===== config.mk =====
export PLATFORM = sky130hd
export DESIGN_NAME = elevator_request_queue
export DESIGN_NICKNAME = d
export VERILOG_FILES = /design/src/rtl/elevator_request_queue.sv
export SDC_FILE = /design/constraint.sdc
export NUM_CORES = 1
export LEC_CHECK = 0
export BUFFER_PORTS_ARGS = -buffer_cell sky130_fd_sc_hd__buf_2
export CAP_MARGIN = 20
export CORE_UTILIZATION = 50
export CTS_CLUSTER_SIZE = 28
export DETAILED_ROUTE_END_ITERATION = 7
export GPL_TIMING_DRIVEN = 1
export MAX_ROUTING_LAYER = met4
export PLACE_DENSITY = 0.68
export SLEW_MARGIN = 30
export SYNTH_ARGS = -nofsm -noshare
export SYNTH_HDL_FRONTEND = slang
export SYNTH_SLANG_ARGS = --single-unit

===== constraint.sdc =====
create_clock -name clk -period 3 [get_ports clk]
set_input_delay 0.6 -clock clk [delete_from_list [all_inputs] [get_ports clk]]
set_output_delay 0.6 -clock clk [all_outputs]
set_load 0.005 [all_outputs]

===== src/rtl/elevator_request_queue.sv =====
// Floor-request producer: synchronises and debounces buttons, drops presses for floors
// already pending, and queues accepted floors in arrival order behind a valid/ready handshake.
module elevator_request_queue #(
  parameter int NUM_FLOORS = 7,
  parameter int FLOOR_W    = 7,
  parameter int DEPTH      = 8,
  parameter int DEB_CYCLES = 4
) (
  input  logic                    clk,
  input  logic                    reset,
  input  logic [NUM_FLOORS-1:0]   button,
  input  logic                    req_ready,
  output logic                    req_valid,
  output logic [FLOOR_W-1:0]      req_floor,
  output logic [NUM_FLOORS-1:0]   lamp,
  output logic [$clog2(DEPTH):0]  count,
  output logic                    full
);

  localparam int PTR_W = (DEPTH > 1) ? $clog2(DEPTH) : 1;
  localparam int CW    = $clog2(DEPTH) + 1;
  localparam int CNT_W = $clog2(DEB_CYCLES + 1);

  typedef enum logic [1:0] {ARMED, COUNT, HELD} deb_state_t;

  if (DEPTH < NUM_FLOORS) begin : g_depth_check
    $error("elevator_request_queue: DEPTH must be >= NUM_FLOORS");
  end

  logic [NUM_FLOORS-1:0] s1_reg, s2_reg;
  logic [NUM_FLOORS-1:0] accept;
  logic [NUM_FLOORS-1:0] staged_reg, staged_next;
  logic [NUM_FLOORS-1:0] queued_reg, queued_next;
  logic [NUM_FLOORS-1:0] push_onehot, pop_mask;
  logic [FLOOR_W-1:0]    push_idx;
  logic                  push_found, push, pop;
  logic [PTR_W-1:0]      wr_ptr_reg, rd_ptr_reg;
  logic [CW-1:0]         count_reg;
  logic [FLOOR_W-1:0]    fifo_mem [DEPTH];
  logic [FLOOR_W-1:0]    head;

  always_ff @(posedge clk or negedge reset) begin
    if (!reset) begin
      s1_reg <= '0;
      s2_reg <= '0;
    end else begin
      s1_reg <= button;
      s2_reg <= s1_reg;
    end
  end

  for (genvar gi = 0; gi < NUM_FLOORS; gi++) begin : g_deb
    deb_state_t       state_reg, state_next;
    logic [CNT_W-1:0] cnt_reg, cnt_next;
    logic             acc;

    always_ff @(posedge clk or negedge reset) begin
      if (!reset) begin
        state_reg <= ARMED;
        cnt_reg   <= '0;
      end else begin
        state_reg <= state_next;
        cnt_reg   <= cnt_next;
      end
    end

    // One accept per press: HELD swallows the remainder of a long press.
    always_comb begin
      state_next = state_reg;
      cnt_next   = cnt_reg;
      acc        = 1'b0;
      case (state_reg)
        ARMED: begin
          if (s2_reg[gi]) begin
            if (DEB_CYCLES == 1) begin
              acc        = 1'b1;
              state_next = HELD;
            end else begin
              cnt_next   = CNT_W'(1);
              state_next = COUNT;
            end
          end
        end
        COUNT: begin
          if (!s2_reg[gi]) begin
            state_next = ARMED;
          end else if (cnt_reg == CNT_W'(DEB_CYCLES - 1)) begin
            acc        = 1'b1;
            state_next = HELD;
          end else begin
            cnt_next = cnt_reg + CNT_W'(1);
          end
        end
        HELD: begin
          if (!s2_reg[gi]) state_next = ARMED;
        end
        default: state_next = ARMED;
      endcase
    end

    assign accept[gi] = acc;
  end

  assign lamp      = staged_reg | queued_reg;
  assign req_valid = (count_reg != '0);
  assign head      = fifo_mem[rd_ptr_reg];
  assign req_floor = req_valid ? head : '0;
  assign count     = count_reg;
  assign full      = (count_reg == CW'(DEPTH));
  assign pop       = req_valid && req_ready;
  assign push      = push_found && !full;

  always_comb begin
    push_found  = 1'b0;
    push_idx    = '0;
    push_onehot = '0;
    for (int i = 0; i < NUM_FLOORS; i++) begin
      if (staged_reg[i] && !push_found) begin
        push_found     = 1'b1;
        push_idx       = FLOOR_W'(i);
        push_onehot[i] = 1'b1;
      end
    end
  end

  always_comb begin
    pop_mask = '0;
    for (int i = 0; i < NUM_FLOORS; i++) begin
      pop_mask[i] = pop && (head == FLOOR_W'(i));
    end
  end

  // A floor whose lamp is lit (staged or queued) never re-enters staging, so the
  // push bit and the pop bit can never collide.
  always_comb begin
    staged_next = (staged_reg & ~(push ? push_onehot : '0)) | (accept & ~lamp);
    queued_next = (queued_reg | (push ? push_onehot : '0)) & ~pop_mask;
  end

  always_ff @(posedge clk) begin
    if (push) fifo_mem[wr_ptr_reg] <= push_idx;
  end

  always_ff @(posedge clk or negedge reset) begin
    if (!reset) begin
      staged_reg <= '0;
      queued_reg <= '0;
      wr_ptr_reg <= '0;
      rd_ptr_reg <= '0;
      count_reg  <= '0;
    end else begin
      staged_reg <= staged_next;
      queued_reg <= queued_next;
      if (push) wr_ptr_reg <= (wr_ptr_reg == PTR_W'(DEPTH - 1)) ? '0 : wr_ptr_reg + PTR_W'(1);
      if (pop)  rd_ptr_reg <= (rd_ptr_reg == PTR_W'(DEPTH - 1)) ? '0 : rd_ptr_reg + PTR_W'(1);
      case ({push, pop})
        2'b10:   count_reg <= count_reg + CW'(1);
        2'b01:   count_reg <= count_reg - CW'(1);
        default: count_reg <= count_reg;
      endcase
    end
  end

endmodule


After elaboration in Yosys (flattened, before gate mapping)
Memory sizes are Yosys's and may differ from the RTL's.
Cells that the tools add are included.
{"block": "word_totals", "reg_bits": 73, "latchBits": 0, "ram_bits": 56, "romBits": 0, "output_inout_bits": 20, "n_memories": 1}
{"memory": "fifo_mem", "words": 8, "word_bits": 7, "read_ports": 1, "rd_clocked_by_memory_dff": 0, "wr": 1, "line_no": "39", "source": "logic [FLOOR_W-1:0] fifo_mem [DEPTH];"}
{"block": "classes", "n_addsub": 11, "mul": 0, "n_div": 0, "order_cmp": 0, "n_eq_ne": 67, "n_shift": 0, "mux": 110, "bitwise": 9, "reduce_logical": 53}
{"op": "2-to-1 mux 3 bit", "count": 23}
{"op": "2-to-1 mux 2 bit", "count": 28}
{"op": "inequality test 2 bit, second input constant", "count": 28}
{"op": "2-to-1 mux 7 bit", "count": 7}
{"op": "one-hot mux 2 bit (3 select lines)", "count": 7}
{"op": "one-hot mux 3 bit (2 select lines)", "count": 7}
{"op": "2-to-1 mux 1 bit", "count": 37}
{"op": "AND reduction 4 bit", "count": 7}
{"op": "adder 3 x 1 -> 3 bit, second input constant", "count": 9}
{"op": "bitwise AND 7 bit", "count": 3}
{"op": "== test 3 x 2 -> 1 bit, second input constant", "count": 7}
{"op": "== test 7 x 3 -> 1 bit, second input constant", "count": 3}
{"op": "inequality test 3 bit, second input constant", "count": 7}
{"op": "NOT 7 bit", "count": 3}
{"op": "OR 7 bit", "count": 3}
{"op": "AND reduction 3 bit", "count": 7}
{"op": "== test 2 x 1 -> 1 bit, second input constant", "count": 8}
{"op": "== test 2 bit, second input constant", "count": 8}
{"op": "nonzero test 2 bit", "count": 8}
{"op": "logical AND 1 bit", "count": 15}
{"op": "== test 7 x 2 -> 1 bit, second input constant", "count": 2}
{"op": "zero test 2 bit", "count": 7}
{"op": "one-hot mux 4 bit (2 select lines)", "count": 1}
{"op": "== test 7 x 1 -> 1 bit, second input constant", "count": 1}
{"op": "other kinds (7)", "count": 14}

Longest topological paths before layout
Gate-level depths: netlist of the first run.
{"block": "logic_depth", "word_depth": 24, "ltp_mapped": 11, "ltp_nobuf": 10}

Least setup slack after synthesis of the first run
OpenSTA, ideal clock, no wires.
{"block": "synth_timing", "path_kind": "flip-flop to flip-flop", "startpoint": "register count_reg[1], in the netlist count[1]", "endpoint": "register count_reg[2], in the netlist count[2]", "setup_time_ns": 0.132, "arrival_time_ns": 2.410, "t_required_ns": 2.868, "slack_ns": 0.458, "path_stages_with_launch": 12, "period_less_slack_ns": 2.542, "cell_sequence": "dfrtp_1 buf_2 or4_4 nand2_1 inv_1 ha_1 xor2_1 ha_1 a21oi_1 xor2_1 nor2_1 xor2_1"}
{"block": "synth_between", "word_cells_on_any_way": 11, "cone_classes": "add/sub (2); eq/ne (3); mux (1); reduce/logical (5)"}
{"item": "start: declaration", "line_no": "38", "source": "logic [CW-1:0] count_reg;"}
{"item": "start signal: assignment", "line_no": "157", "source": "2'b10: count_reg <= count_reg + CW'(1);"}
{"item": "start signal: assignment", "line_no": "158", "source": "2'b01: count_reg <= count_reg - CW'(1);"}
{"item": "start signal: assignment", "line_no": "159", "source": "default: count_reg <= count_reg;"}
{"item": "nonzero test 4 bit *", "line_no": "105", "source": "assign req_valid = (count_reg != '0);"}
{"item": "via req_valid", "line_no": "13", "source": "output logic req_valid,"}
{"item": "logical AND 1 bit *", "line_no": "110", "source": "assign pop = req_valid && req_ready;"}
{"item": "via pop", "line_no": "36", "source": "logic push_found, push, pop;"}
{"item": "== test 2 x 1 -> 1 bit / == test 2 bit (equally long branches)", "line_no": "156", "source": "case ({push, pop})"}
{"item": "one-hot mux 4 bit (2 select lines) / nonzero test 2 bit (equally long branches)"}
The timed path passes the listed nets; every way through them passes the cells marked *.
A chain may end at the register's enable or synchronous reset.

Worst setup path in the final report of the first run
{"block": "layout_timing", "startpoint": "register rd_ptr_reg[0]", "endpoint": "output req_floor[0]"}
{"block": "layout_between", "elab_chain_len": 2}
{"item": "start: declaration", "line_no": "37", "source": "logic [PTR_W-1:0] wr_ptr_reg, rd_ptr_reg;"}
{"item": "start signal: assignment", "line_no": "155", "source": "if (pop) rd_ptr_reg <= (rd_ptr_reg == PTR_W'(DEPTH - 1)) ? '0 : rd_ptr_reg + PTR_W'(1);"}
{"item": "memory (8 x 7 bit)"}
{"item": "2-to-1 mux 7 bit", "line_no": "107", "source": "assign req_floor = req_valid ? head : '0;"}
{"item": "end: declaration", "line_no": "14", "source": "output logic [FLOOR_W-1:0] req_floor,"}
No other way between the ends.

==> out/metrics.csv, run 1 <==
metric;value;unit
area grow syn2layout;10.06;%
max reg flops;24;
Hold WS;226.4;ps
Root Driver;clkbuf_8;
Synth cell types;53;
setup violators final;0;
Vias;2713;
die width;95.45;um
DRC violations left;0;
simple-gate share of the synthesized area;0.1570;
commonest non-fill, non-tap cell in the layout;dfrtp_1;
Core Footprint;0.008341;mm^2
Max-cap violations;0;
worst setup margin;260.4;ps
crit-path leading delay family;multiplexers;
GRT Overall Usage;0.1840;
Slew Limit Headroom;0.5582;
Via density;5.404;
DP HPWL;5.163;mm
peak supply drop;0.0008020;V
Power Total;4929;uW
dpl cells;486;
Tightest Pin Transition;662.7;ps
antenna violations before repair;0;
clk slew on worst S/H paths;100;ps
CTS tree;done;
full die area;0.009111;mm^2
number of synthesized flops with an enable pin;24;
Hold Buf Count CTS;0;
Synth Area in Adders;0.06017;
count of input and output buffers;25;
post-synthesis compound-gate area fraction;0.08854;
Post-Synth XOR/XNOR Area;0.01003;
sequential area share after synthesis;0.5834;
WP data arrival;2140;ps
GP Congestion;0.8623;
Antenna Cells;0;
CP peak stage delay;610;ps
area used by multi-input combinational logic;0.001704;mm^2
synth warn;0;
Peak Freq;0.3650;GHz
final WL;7.378;mm
# H-tree levels;3;
largest family of logic cells by synthesized area;simple AND/OR/NAND/NOR gates;
Std-Cell Rows;33;
Layout fillers;689;
num ports;30;
antenna viol nets, final;0;
RSZ-0062 raised after global routing;false;
Most used DFF post-synth;dfrtp_1;
Num Clock Sinks;97;
final setup TNS;0;ps
Final Non-Filler Cells;502;
gr ovfl total;0;
Synth Register Bits;97;
first-pass GRT wire length;12.16;mm
WL/cell;14.70;um
Critical Path RT;2400;ps
final hold vios;0;
CP max FO;11;
CP Capture Type;output pin;
Sequential Area;0.002549;mm^2
slowest CP cell;mux4_1;
CP cell instances;mux4_1, mux2_2, and2_1, buf_2;
share of layout cells above drive strength 1;0.1788;
mux cell area share after synthesis;0.06963;
total CTS buffers;9;
post-synthesis cell area;0.004367;mm^2
Final Skew;14.11;ps
FFs w/ async S/R, synth;0.7526;
pre-CTS setup slack;312.9;ps
largest net degree at the start of global routing;74;
CP Launch Type;flip-flop;
initial core utilization;0.5236;
vias in the first global route;2597;
syn avg cell area;12.10;um^2
Final Slew Violations;0;
Crit Path Class;flip-flop to output pin;
Total Nets Final;423;
post-route minimum period;2740;ps
Clk Latency, worst-skew pair;370;ps
Final period util;0.9132;
CTS Buffer Depth;2;
Post-Synthesis Cells;361;
Worst Path Buf+Inv;1;
most frequent cells in the layout;dfrtp_1, nand2_1, edfxtp_1, buf_2;
Detailed Route Iter0 Violations;206;
die height;95.45;um
status;finished clean;
drt pass-1 iters;4;
Pwr Density;1026;mW/mm^2
static leakage;0.002099;uW
Worst Hold Class;input pin to asynchronous set/reset pin;
## synth_stat cells, types with 8 or more instances
cell       n  share of area
mux2_2     9          0.023
nand2b_1  18          0.026
nand2_1   41          0.035
a21oi_1   15          0.017
mux2i_1    9          0.021
nor3_1     8         0.0092
inv_1     15          0.013
dfrtp_1   73           0.42
edfxtp_1  24           0.17
o21ai_0   10          0.011
a22o_1     9          0.018
nor2_1    21          0.018
ha_1      21          0.060
## per-layer routing
layer	share of wire	routed length, um	GRT usage	up-vias
li1	-	-	-	1342
met1	0.48	3562	0.2371	1313
met2	0.46	3406	0.2810	48
met3	0.041	303	0.05263	10
met4	0.014	106	0.05970	0
met5	0	0	-	-
## where the power goes
| group | switching (uW) | leakage (uW) | internal, uW |
|---|---|---|---|
| Clock | 480 | 0.000105 | 403 |
| Combinational | 977 | 0.000867 | 912 |
| Sequential | 367 | 0.00113 | 1790 |
| Total | 1820 | 0.00210 | 3110 |
## final cells by class
type | count | area share
Sequential cell | 97 | 0.5303
Multi-Input combinational cell | 240 | 0.3546
Timing Repair Buffer | 28 | 0.03202
Tap cell | 105 | 0.02734
Clock buffer | 9 | 0.02577
Clock inverter | 7 | 0.01744
Inverter | 16 | 0.01250
## worst register-to-register path: stages (launching register included)
cell and delay (ps):
dfrtp_1 490, or4_4 620, nand2_1 210, inv_1 160
ha_1 280, xor2_1 170, ha_1 190, a21oi_1 140
xor2_1 160, nor2_1 60, xor2_1 140
## timing repair
item | in CTS | in global routing
setup endpoints to repair | 0 | 1
buffers inserted | 0 | 0
gates resized for setup | 0 | 1
## path summary, 6_finish.rpt
| check | startpoint | end | slack (ps) | cells after the start |
|---|---|---|---|---|
| worst max-delay path | rd_ptr_reg[0] | req_floor[0] | 260 | 4 |
| worst max register to register | count[1] | count[2] | 270 | 10 |
| max in group asynchronous | reset | rd_ptr_reg[0] | 2300 | 1 |
| worst min-delay path | reset | g_deb[1].cnt_reg[1] | 230 | 1 |
| worst min register to register | s1_reg[6] | s2_reg[6] | 350 | 0 |
| min in group clk | button[0] | s1_reg[0] | 330 | 1 |
## kinds of logic after synthesis
logic type,count (synthesis)
buf+inv,27
compound gates,58
simple gates,129
flops,97
xor+xnor,5
mux,23
fa+ha+maj,21
other cells,1
## through the flow
| step | area, um^2 | util |
|---|---|---|
| after floorplan | 4378 | - |
| after global placement | 4587 | 0.5500 |
| after CTS | 4801 | 0.5756 |
| after global routing | 4806 | 0.5762 |
| after detailed placement | 4593 | 0.5507 |
| final | 4806 | 0.5762 |
Power figures use the tool's default switching activity.
==> inputs of run 2 (changes only) <==
==> constraint.sdc (replaced) <==
create_clock -name clk -period 3 [get_ports clk]
set_input_delay 0.15 -clock clk [delete_from_list [all_inputs] [get_ports clk]]
set_output_delay 0.15 -clock clk [all_outputs]
set_load 0.005 [all_outputs]
==> run 2 against run 1 <==
Effect of this change: sequential share of layout area decreased by 0.67 points; critical path depth increased by 6; count of clock-buffer cells in the layout rose by 1; final area is 1.2% higher; register-to-register slack barely moved; total power down 0.26%; die area unchanged; via count rose by 2.2%; final cell count rose by 1.6%.
==> out/metrics.csv, run 2 (synthesis gave the netlist of run 1 again) <==
metric;value;unit
Via density;5.437;
CP Capture Type;flip-flop;
area grow syn2layout;11.40;%
vias in the first global route;2610;
commonest non-fill, non-tap cell in the layout;dfrtp_1;
Comb power frac;0.391;
setup violators final;0;
Total Nets Final;431;
peak supply drop;0.0004718;V
final hold vios;0;
Tightest Pin Transition;704.7;ps
post-route minimum period;2727;ps
Detailed Route Iter0 Violations;143;
die height;95.45;um
setup repair bufs after CTS;0;
Met1 Wirelength;3.744;mm
CTS Buffer Depth;2;
max reg flops;24;
Core Footprint;0.008341;mm^2
CP cell instances;or4_4, nand2_1, inv_1, ha_1, xor2_1, ha_1, a21oi_1, xor2_1, nor2_1, xor2_1;
WL/cell;14.98;um
RSZ-0062 raised after global routing;false;
Hold Crit Depth;4;
most frequent cells in the layout;dfrtp_1, nand2_1, edfxtp_1, buf_2;
Slew Limit Headroom;0.5259;
Max-cap violations;0;
met3 WL;358;um
final WL;7.641;mm
drt pass-1 iters;4;
# H-tree levels;3;
CP peak stage delay;600;ps
DP HPWL;5.322;mm
sw power;1822;uW
Peak Freq;0.3668;GHz
share of layout cells above drive strength 1;0.1679;
Pwr Density;1010;mW/mm^2
most frequent cell on the critical path;xor2_1;
Vias;2773;
Final Slew Violations;0;
Final period util;0.9089;
first-pass GRT wire length;12.45;mm
Std-Cell Rows;33;
final setup TNS;0;ps
GRT Overall Usage;0.1909;
full die area;0.009111;mm^2
gr ovfl total;0;
Final Non-Filler Cells;510;
Worst Hold Class;input pin to flip-flop;
CP Launch Type;flip-flop;
initial core utilization;0.5236;
post-CTS sizing;0;
Antenna Cells;0;
pre-CTS setup slack;313.3;ps
clk slew on worst S/H paths;90;ps
Clk Latency, worst-skew pair;370;ps
count of input and output buffers;25;
DRC violations left;0;
total CTS buffers;9;
slowest CP cell;or4_4;
largest net degree at the start of global routing;74;
CTS tree;done;
GP Congestion;0.8545;
Seq pwr share;0.439;
Clk pwr share;0.170;
CP max FO;8;
Top Layer Used;met4;
Crit Path Class;flip-flop to flip-flop;
Num Clock Sinks;97;
antenna viol nets, final;0;
die width;95.45;um
reg2reg path depth;10;
dpl cells;486;
Internal;3093;uW
antenna violations before repair;0;
Final Skew;7.597;ps
DR WL met2;3.417;mm
status;finished clean;
WP data arrival;2980;ps
switching portion of total power;0.3707;
Critical Path RT;3250;ps
static leakage;0.002128;uW
worst setup margin;273.4;ps
Root Driver;clkbuf_8;
num ports;30;
## run 2: final timing paths
check	from	to	slack [ps]
worst min-delay path	req_ready	rd_ptr_reg[2]	210
worst min register to register	s1_reg[0]	s2_reg[0]	360
min in group asynchronous	reset	g_deb[1].cnt_reg[2]	350
worst max register to register	count[1]	count[2]	270
max in group asynchronous	reset	wr_ptr_reg[2]	2180
worst max-delay path	count[1]	count[2]	270
## run 2: through the flow
stage                 util  power (uW)  instance area [um^2]  hold slack [ps]
detailed placement  0.5500        4108                  4587            259.8
CTS                 0.5828        4967                  4861            180.6
global route        0.5833        5298                  4865            221.3
finish              0.5833        4916                  4865            209.3
floorplan                -        3500                  4378           -145.6
global placement    0.5500        4022                  4587            258.0
## run 2: routing by layer
layer / up-vias / track usage
met1: 1347 / 0.2500
li1: 1356 / -
met4: 0 / 0.06716
met2: 60 / 0.2839
met5: - / -
met3: 10 / 0.05582
## run 2: timing repair
item                                    CTS  global route
endpoints found under the setup margin    0             0
hold buffers                              8             0
hold endpoints to repair                 80             0
## run 2: cell type report
type / instances / area (um^2)
clock buffers: 10 / 127.6
fillers: 714 / 3476
multi-input cells: 240 / 1698
flip-flops and latches: 97 / 2547
repair buffers: 36 / 234.0
clock inverters: 6 / 66.31
well taps: 105 / 131.4
inverters: 16 / 60.06
## run 2: critical path, delay by kind of cell, from the launching register on
family	cells	cell delay, ps
AND/OR/NAND/NOR	3	850
flip-flops	1	510
adder cells (fa/ha/maj)	2	490
XOR/XNOR	3	480
buffers and inverters	1	150
AO/OA/AOI/OAI	1	140
## run 2: power by group through the flow
stage / clock, uW / combinational, uW / sequential, uW
global route: 905 / 2180 / 2210
CTS: 872 / 1940 / 2150
global placement: 0 / 1870 / 2160
floorplan: 0 / 1480 / 2020
finish: 838 / 1920 / 2160
detailed placement: 0 / 1930 / 2180
==> inputs of run 3 (changes only) <==
--- a/config.mk
+++ b/config.mk
@@ -5,6 +5,7 @@
 export SDC_FILE = /design/constraint.sdc
 export NUM_CORES = 1
 export LEC_CHECK = 0
+export ABC_AREA = 1
 export BUFFER_PORTS_ARGS = -buffer_cell sky130_fd_sc_hd__buf_2
 export CAP_MARGIN = 20
 export CORE_UTILIZATION = 50
==> run 3 against run 2 <==
Effect of this change: wire length fell by 2.0%; first-iteration DRC count fell by 0.70%; count of clock-buffer cells in the layout did not move; synthesized cell count rose by 29%; combinational power rose by 5%; via count rose by 8.2%; sequential cell count did not move; clock power fell by 7.2%; setup slack improved by 590 ps; highest routed layer unchanged.
==> out/metrics.csv, run 3 <==
metric;value;unit
status;finished clean;
area used by multi-input combinational logic;0.001521;mm^2
first-pass GRT wire length;12.89;mm
Antenna Cells;0;
post-synthesis cell area;0.004414;mm^2
hold path startpoint;req_ready;
Clk Latency, worst-skew pair;360;ps
WP data arrival;2420;ps
syn avg cell area;9.452;um^2
gr ovfl total;0;
final setup TNS;0;ps
RR Startpoint;staged_reg[2];
WL/cell;12.11;um
DRC violations left;0;
Std-Cell Rows;33;
die width;95.96;um
synth warn;0;
total CTS buffers;9;
CP Launch Type;flip-flop;
antenna violations before repair;0;
vias in the first global route;2885;
final hold vios;0;
Crit. Startpoint;staged_reg[2];
area grow syn2layout;10.94;%
num ports;30;
post-CTS sizing;0;
final WL;7.486;mm
number of synthesized flops with an enable pin;24;
initial core utilization;0.5266;
Detailed Route Iter0 Violations;142;
setup repair bufs after CTS;0;
most frequent cells in the layout;nand2_1, inv_1, dfrtp_1;
CTS tree;done;
Peak Freq;0.4689;GHz
static leakage;0.002475;uW
Worst Hold Class;input pin to flip-flop;
# H-tree levels;3;
CTS Buffer Depth;2;
antenna viol nets, final;0;
synth cell count leaders;nand2_1, inv_1, dfrtp_1;
setup violators final;0;
Hold WS;226.1;ps
peak supply drop;0.0003836;V
die height;95.96;um
Sequential Area;0.002547;mm^2
Critical Path RT;3290;ps
count of input and output buffers;25;
largest net degree at the start of global routing;74;
full die area;0.009208;mm^2
Root Driver;clkbuf_8;
Total Nets Final;539;
Tightest Pin Transition;754.6;ps
Final Skew;11.09;ps
GRT Overall Usage;0.1906;
drt pass-1 iters;4;
Synth cell types;29;
Most used DFF post-synth;dfrtp_1;
FFs w/ async S/R, synth;0.7526;
Core Footprint;0.008382;mm^2
Pwr Density;1006;mW/mm^2
DP HPWL;5.451;mm
GP Congestion;0.8344;
Layout fillers;717;
post-route minimum period;2133;ps
share of layout cells above drive strength 1;0.1267;
Via density;4.854;
Num Clock Sinks;97;
Final Slew Violations;0;
Post-Synthesis Cells;467;
CP max FO;5;
max reg flops;24;
CP Capture Type;flip-flop;
top cells by area in the synthesized netlist;dfrtp_1, edfxtp_1, nand2_1;
top-area cell type share of the netlist area;0.4138;
RSZ-0062 raised after global routing;false;
Synth area leader;dfrtp_1;
most frequent cell after synthesis;nand2_1;
Vias;3000;
Max-cap violations;0;
Crit Path Class;flip-flop to flip-flop;
Final period util;0.7109;
clk slew on worst S/H paths;90;ps
Synth Register Bits;97;
Slew Limit Headroom;0.4946;
commonest non-fill, non-tap cell in the layout;nand2_1;
sequential area share after synthesis;0.5771;
## run 3: cell count changes after synthesis, moves of 10 or more
cell	change
inv_1	+64
nand2_1	+67
nand2b_1	-18
o21ai_0	+10
nand3_1	+39
a21oi_1	-13
nor2_1	+21
## run 3: cells by family after synthesis
logic type,Yosys count,share of synthesized area
simple gates,211,0.2058
flops,97,0.5771
buf+inv,88,0.08078
compound gates,40,0.05584
fa+ha+maj,21,0.05952
xor+xnor,5,0.009920
mux,4,0.01020
other cells,1,0.0008495
## run 3: report_power, final
| part | switching (uW) | leakage (uW) | internal, uW | total, uW |
|---|---|---|---|---|
| Combinational | 1270 | 0.00126 | 751 | 2020 |
| Sequential | 278 | 0.00113 | 1850 | 2130 |
| Clock | 464 | 0.0000892 | 314 | 778 |
## run 3: metrics by stage
stage,instance area (um^2),worst slack [ps],util,total power [uW],instances
after floorplan,4425,1078,-,3600,470
after global placement,4636,1009,0.5531,4085,594
after detailed placement,4636,900.7,0.5531,4177,594
after CTS,4893,881.8,0.5838,4964,618
after global routing,4897,685.2,0.5843,5404,618
final,4897,867.4,0.5843,4926,618
## run 3: final cells by class
type,count,area share
Clock buffer,10,0.02606
Clock inverter,6,0.01022
Multi-Input combinational cell,285,0.3107
Timing Repair Buffer,33,0.04318
Inverter,82,0.06285
Sequential cell,97,0.5202
Tap cell,105,0.02683
## run 3: repair_timing
item,in CTS,in global routing
endpoints found under the setup margin,0,0
endpoints found under the hold margin,80,0
hold buffers,8,0
## run 3: routing by layer
layer	track usage	wire length [um]	vias up	share of wire
met2	0.2845	3394	47	0.45
met1	0.2547	3714	1385	0.50
met5	-	0	-	0
li1	-	-	1560	-
met4	0.07338	95	0	0.013
met3	0.04344	282	8	0.038
## run 3: path summary, 6_finish.rpt
check | cells past startpoint | endpoint | slack (ps)
max | 11 | count[2] | 870
min | 5 | rd_ptr_reg[2] | 230
max reg2reg | 11 | count[2] | 870
min reg2reg | 0 | s2_reg[0] | 350
max in group asynchronous | 2 | wr_ptr_reg[1] | 2180
min in group asynchronous | 2 | rd_ptr_reg[2] | 340
## run 3: critical path, cell delays in order (launching register included)
cell	delay, ps
dfrtp_1	410
inv_1	130
nand3_2	120
nor2_2	130
nand3_2	130
nand2_2	140
ha_1	240
xor2_1	240
ha_1	190
a21oi_1	50
xor2_1	160
o21ai_0	140
